===== src/rtl/rob_pkg.sv =====
// Payload type carried through the reorder buffer.
package rob_pkg;

    typedef struct packed {
        logic [4:0]  arch_reg;
        logic [5:0]  phys_reg;
        logic [15:0] pc;
    } ROB_EXIT_PACKET;

endpackage


===== src/rtl/rob.sv =====
// Reorder buffer: circular queue of ROB_EXIT_PACKET entries.
// Dispatch writes up to N entries at the tail. Retire frees up to N entries at the head.
// A mispredict squash rewinds the tail to a checkpointed index.
// Ports:
//   clock, reset            system clock, synchronous active-low reset
//   rob_inputs/_valid       k new entries from dispatch, index 0 oldest
//   rob_spots               entries dispatch may write this cycle
//   rob_tail                current tail index, used for branch checkpoints
//   tail_restore(_valid)    squash request and the tail index to restore
//   rob_outputs/_valid      oldest N entries, index 0 at the head
//   num_retiring            head entries leaving this cycle
module rob
    import rob_pkg::*;
#(
    parameter int unsigned N               = 3,
    parameter int unsigned ROB_SZ          = 8,
    parameter int unsigned NUM_SCALAR_BITS = 2
) (
    input  logic                          clock,
    input  logic                          reset,
    input  ROB_EXIT_PACKET [N-1:0]        rob_inputs,
    input  logic [NUM_SCALAR_BITS-1:0]    rob_inputs_valid,
    output logic [NUM_SCALAR_BITS-1:0]    rob_spots,
    output logic [$clog2(ROB_SZ)-1:0]     rob_tail,
    input  logic                          tail_restore_valid,
    input  logic [$clog2(ROB_SZ)-1:0]     tail_restore,
    output ROB_EXIT_PACKET [N-1:0]        rob_outputs,
    output logic [NUM_SCALAR_BITS-1:0]    rob_outputs_valid,
    input  logic [NUM_SCALAR_BITS-1:0]    num_retiring
);

    localparam int unsigned PTR_W  = $clog2(ROB_SZ);
    localparam int unsigned PTR_W1 = PTR_W + 1;
    localparam int unsigned CNT_W  = $clog2(ROB_SZ + 1);
    localparam logic [PTR_W:0] SZ_P = PTR_W1'(ROB_SZ);

    ROB_EXIT_PACKET       entries [ROB_SZ];
    logic [PTR_W-1:0]     head, tail, head_next, tail_next;
    logic [CNT_W-1:0]     count, count_next;
    logic [CNT_W-1:0]     free_slots;

    // (p + off) mod ROB_SZ; off never exceeds ROB_SZ so one subtraction suffices.
    function automatic logic [PTR_W-1:0] ptr_add(input logic [PTR_W-1:0] p, input logic [PTR_W:0] off);
        logic [PTR_W:0] s;
        s = {1'b0, p} + off;
        if (s >= SZ_P) s = s - SZ_P;
        return s[PTR_W-1:0];
    endfunction

    // (a - b) mod ROB_SZ
    function automatic logic [PTR_W-1:0] ptr_dist(input logic [PTR_W-1:0] a, input logic [PTR_W-1:0] b);
        logic [PTR_W:0] d;
        if (a >= b) d = {1'b0, a} - {1'b0, b};
        else        d = {1'b0, a} + SZ_P - {1'b0, b};
        return d[PTR_W-1:0];
    endfunction

    // Status outputs depend on registered count only.
    always_comb begin
        free_slots = CNT_W'(ROB_SZ) - count;
        if (count < CNT_W'(N)) rob_outputs_valid = NUM_SCALAR_BITS'(count);
        else                   rob_outputs_valid = NUM_SCALAR_BITS'(N);
        if (free_slots < CNT_W'(N)) rob_spots = NUM_SCALAR_BITS'(free_slots);
        else                        rob_spots = NUM_SCALAR_BITS'(N);
        rob_tail = tail;
    end

    // Head window.
    always_comb begin
        for (int unsigned i = 0; i < N; i++) begin
            rob_outputs[i] = entries[ptr_add(head, PTR_W1'(i))];
        end
    end

    // Next pointer/count. Squash replaces dispatch; retirement always applies.
    // A restore to the current tail squashes nothing, which also keeps a full ROB
    // from collapsing to empty when head == tail.
    always_comb begin
        head_next  = ptr_add(head, PTR_W1'(num_retiring));
        tail_next  = ptr_add(tail, PTR_W1'(rob_inputs_valid));
        count_next = count + CNT_W'(rob_inputs_valid) - CNT_W'(num_retiring);
        if (tail_restore_valid) begin
            tail_next = tail_restore;
            if (tail_restore == tail) count_next = count - CNT_W'(num_retiring);
            else                      count_next = CNT_W'(ptr_dist(tail_restore, head_next));
        end
    end

    // Pointer state.
    always_ff @(posedge clock) begin
        if (!reset) begin
            head  <= '0;
            tail  <= '0;
            count <= '0;
        end else begin
            head  <= head_next;
            tail  <= tail_next;
            count <= count_next;
        end
    end

    // Entry storage, not reset.
    always_ff @(posedge clock) begin
        if (reset && !tail_restore_valid) begin
            for (int unsigned j = 0; j < N; j++) begin
                if (NUM_SCALAR_BITS'(j) < rob_inputs_valid)
                    entries[ptr_add(tail, PTR_W1'(j))] <= rob_inputs[j];
            end
        end
    end

    // Illegal retire/dispatch counts.
    always_ff @(posedge clock) begin
        if (reset) begin
            assert (num_retiring <= rob_outputs_valid)
                else $error("rob: retire count exceeds occupied head entries");
            assert (tail_restore_valid || rob_inputs_valid <= rob_spots)
                else $error("rob: dispatch count exceeds free spots");
        end
    end

endmodule


===== config.mk =====
export PLATFORM = sky130hd
export DESIGN_NAME = rob
export DESIGN_NICKNAME = d
export VERILOG_FILES = /design/src/rtl/rob_pkg.sv /design/src/rtl/rob.sv
export SDC_FILE = /design/constraint.sdc
export NUM_CORES = 1
export LEC_CHECK = 0
export ABC_AREA = 1
export BUFFER_PORTS_ARGS = -buffer_cell sky130_fd_sc_hd__buf_4
export CAP_MARGIN = 20
export CELL_PAD_IN_SITES_DETAIL_PLACEMENT = 0
export CELL_PAD_IN_SITES_GLOBAL_PLACEMENT = 1
export CORE_UTILIZATION = 47
export DETAILED_ROUTE_END_ITERATION = 10
export PLACE_DENSITY = 0.88
export SLEW_MARGIN = 30
export SYNTH_ARGS = -nofsm -noshare
export SYNTH_HDL_FRONTEND = slang
export SYNTH_SLANG_ARGS = --single-unit

===== constraint.sdc =====
create_clock -name clock -period 4.1 [get_ports clock]
set_input_delay 0.205 -clock clock [delete_from_list [all_inputs] [get_ports clock]]
set_output_delay 0.205 -clock clock [all_outputs]
set_load 0.01 [all_outputs]

==> results.md <==
- Hold Buf Count CTS: 2
- Sw frac: 0.355
- Largest net degree at the start of global routing: 139
- Synth area leader: edfxtp_1
- TritonCTS clock tree: built
- R2R setup slack: 1.25 ns
- Cts bufs inserted: 25
- Max_slew headroom: 0.349
- Part of the power in registers: 0.370
- Remaining routing DRC violations: 0
- CP Data Arrival Time: 3.31 ns
- Cell Pwr Density: 392 nW/um^2
- Die footprint: 36600 sq um
- Initial drt markers: 2634
- I/O pin cnt: 179
- Layout Nets: 2553
- Final WS setup: 0.590 ns
- Antenna viol nets, final: 0
- Hold Crit Depth: 3
- Syn Inst Count: 2401
- RSZ-0062 raised after global routing: false
- Fin crit share: 0.856
- Worst path max stage delay: 0.79 ns
- Vias per cell: 5.81
- Final Setup Violations: 0
- Setup CP Type: flop to primary output
- Top cells by area, synth: edfxtp_1 (39%), nand2_1 (19%), o21ai_0 (15%)
- Detailed placement HPWL: 43.8 mm
- Leakage: 0.00770 uW
- Run status: completed
- Cell area after layout: 18800 sq um
- Setup TNS Final: 0 ns
- CTS root buf: clkbuf_16
- Die Span X: 191 microns
- Clock transition at path regs: 0.07 ns
- Worst Clk Skew: 0.00905 ns
- Crit path max-delay family: buffers and inverters
- FP Rows: 68
- Dpl ws: 1.18 ns
- Buf+Inv Stages, Crit Path: 3
- Min-Delay Path Class: input pin to flop
- Avg WL per Cell: 21.2 microns
- Grt ovf: 0
- WHS Endpoint: count[2]$_SDFF_PN0_
- Setup Buffers After CTS: 0
- Starting density of the core: 0.482
- Cell Area, Placed: 17900 sq um
- Crit path cell chain: clkinv_2, buf_12, o21ai_0, nor2_1, a211o_1, buf_4
- Sink Count: 226
- Worst r2r path cells: 9
- Switching pwr: 2610 uW
- Clock share of power: 0.300
- Max clock buf depth: 3
- Cts repair resizes: 0
- Global Route Usage Sum: 0.333
- RR Startpoint: rob_tail[0]$_SDFF_PN0_
- Worst R2R End: entries[1][1]$_DFFE_PP_
- Core Util, Final: 0.539
- Share of cells above drive strength 1: 0.117
- Slew @ Worst Pin: 0.971 ns
- Fill cell instance count of the final layout: 3378
- Top-count cell post-synth: nand2_1
- Vias in the first global route: 14100
- Cell Int Power: 4760 uW
- Initial antenna violation count: 2
- Die Height: 191 microns
- Via count: 16900
- Net count after synthesis: 2513
- Pins Over Slew Limit: 0
- Gpl congestion: 0.960
- Asr flop ratio synth: 0
- VDD IR max: 248 uV
- Global-route wire length before repair: 90.6 mm
- Final worst path period need: 3.51 ns
- CP Launch Type: flop
- Slowest CP cell: clkinv_2
- Ys flop type: edfxtp_1
- Drt pass-1 iters: 6
- Synth-to-Final Area Change: 11.7%
- Area of the core: 34900 sq um
- Synth top area share: 0.385
- Final total power: 7370 uW
- Hold Startpoint: tail_restore_valid
- Synth warn: 0
- Hold Vio Cnt, Final: 0
- Clock Latency Late Sink: 0.53 ns
- Post-synthesis register bit count: 226
- Max Clk Rate: 285 MHz
- Comb power frac: 0.329
- Critical Path RT: 3.89 ns
- EDFF count, synth: 216
- Critical path endpoint category: primary output
- Seq/Total Area, Yosys: 0.397
- Max_cap viols: 0
- H-tree Lvls: 1
- Number of port buffers: 178
- Avg Synthesized Cell Area: 7.01 sq um
- Detailed-route wire length: 61.7 mm
- Synth unique cells: 39
- Post-Syn Area: 16800 sq um
- Most frequent cells after synthesis: nand2_1 (850), o21ai_0 (488), edfxtp_1 (216)
- CP Max Fanout: 70
## how the worst max path moves through the flow
stage / cells past startpoint / end / start / slack, ns
finish: 6 / rob_outputs[16] / head[0]$_SDFF_PN0_ / 0.59
CTS: 6 / rob_outputs[16] / head[0]$_SDFF_PN0_ / 0.63
global placement: 8 / rob_outputs[28] / head[0]$_SDFF_PN0_ / 1.25
global route: 7 / rob_outputs[70] / head[0]$_SDFF_PN0_ / 0.32
detailed placement: 6 / rob_outputs[16] / head[0]$_SDFF_PN0_ / 1.18
floorplan: 6 / entries[3][0]$_DFFE_PP_ / rob_tail[0]$_SDFF_PN0_ / 1.40
## area by class of cell
| type | count | area, sq um | area share |
|---|---|---|---|
| clock buffer | 27 | 633 | 0.0337 |
| inverter | 132 | 504 | 0.0268 |
| timing repair buffer | 205 | 1590 | 0.0848 |
| multi-input combinational | 1851 | 8640 | 0.460 |
| clock inverter | 18 | 154 | 0.00819 |
| antenna | 1 | 2.50 | 0.000133 |
| sequential | 226 | 6690 | 0.356 |
| tap | 455 | 569 | 0.0303 |
## power by group through the flow
stage          sequential, uW  combinational, uW  clock (uW)
2_1_floorplan            2720               1450           0
3_3_place_gp             2770               2320           0
3_5_place_dp             2770               2360           0
4_1_cts                  2720               2370        2200
5_1_grt                  2740               2670        2280
6_report                 2730               2430        2210
## routing by layer
metal	vias up	track usage	wire length [microns]
li1	8150	-	-
met1	7657	0.553	27800
met2	1090	0.421	23000
met3	43	0.101	10600
met4	0	0.0324	435
met5	-	0	0
## logic make-up (layout without fill, tap and decap cells)
family | Yosys count | after routing | synth area share
DFF | 226 | 226 | 0.397
AOI/OAI and AO/OA | 800 | 800 | 0.245
adders and majority gates | 21 | 21 | 0.0183
buffers and inverters | 324 | 382 | 0.0909
xor gates and xnor gates | 4 | 4 | 0.00253
and+or+nand+nor | 1026 | 1026 | 0.246
other | 0 | 1 | 0
## per-stage QoR
stage,instances,hold slack [ns]
after floorplan,2401,0.298
after global placement,2865,0.458
after detailed placement,2865,0.436
after CTS,2912,0.00122
after global routing,2914,0.0306
final,2915,0.0136
## registers in the layout, summed over array words and instances, names as in the netlist
register,flops
entries,216
count,4
head,3
rob_tail,3
## placed cells by master, fill, tap and decap left out, drive strengths merged, types with 2 or more instances in the layout
cell         synthesis  routed
nand2              859     859
o21ai              643     643
edfxtp             216     216
buf                122     203
inv                124     126
a21oi              104     104
nor2               101     101
nand4               34      34
o21a                27      27
clkbuf              70      27
clkinv               8      16
nand3               15      15
ha                  15      15
o22ai               14      14
dfxtp               10      10
or2                  9       9
a211o                8       8
nor3                 8       8
clkinvlp             0       7
fa                   6       6
xnor2                2       2
dlygate4sd3          0       2
xor2                 2       2
## tightest hold or removal path: cells and delay by family
family,cells,cell delay [ns]
buf+inv,1,0.14
simple gates,1,0.08
compound gates,1,0.06
Note: power is estimated with default switching activity, not from simulation.
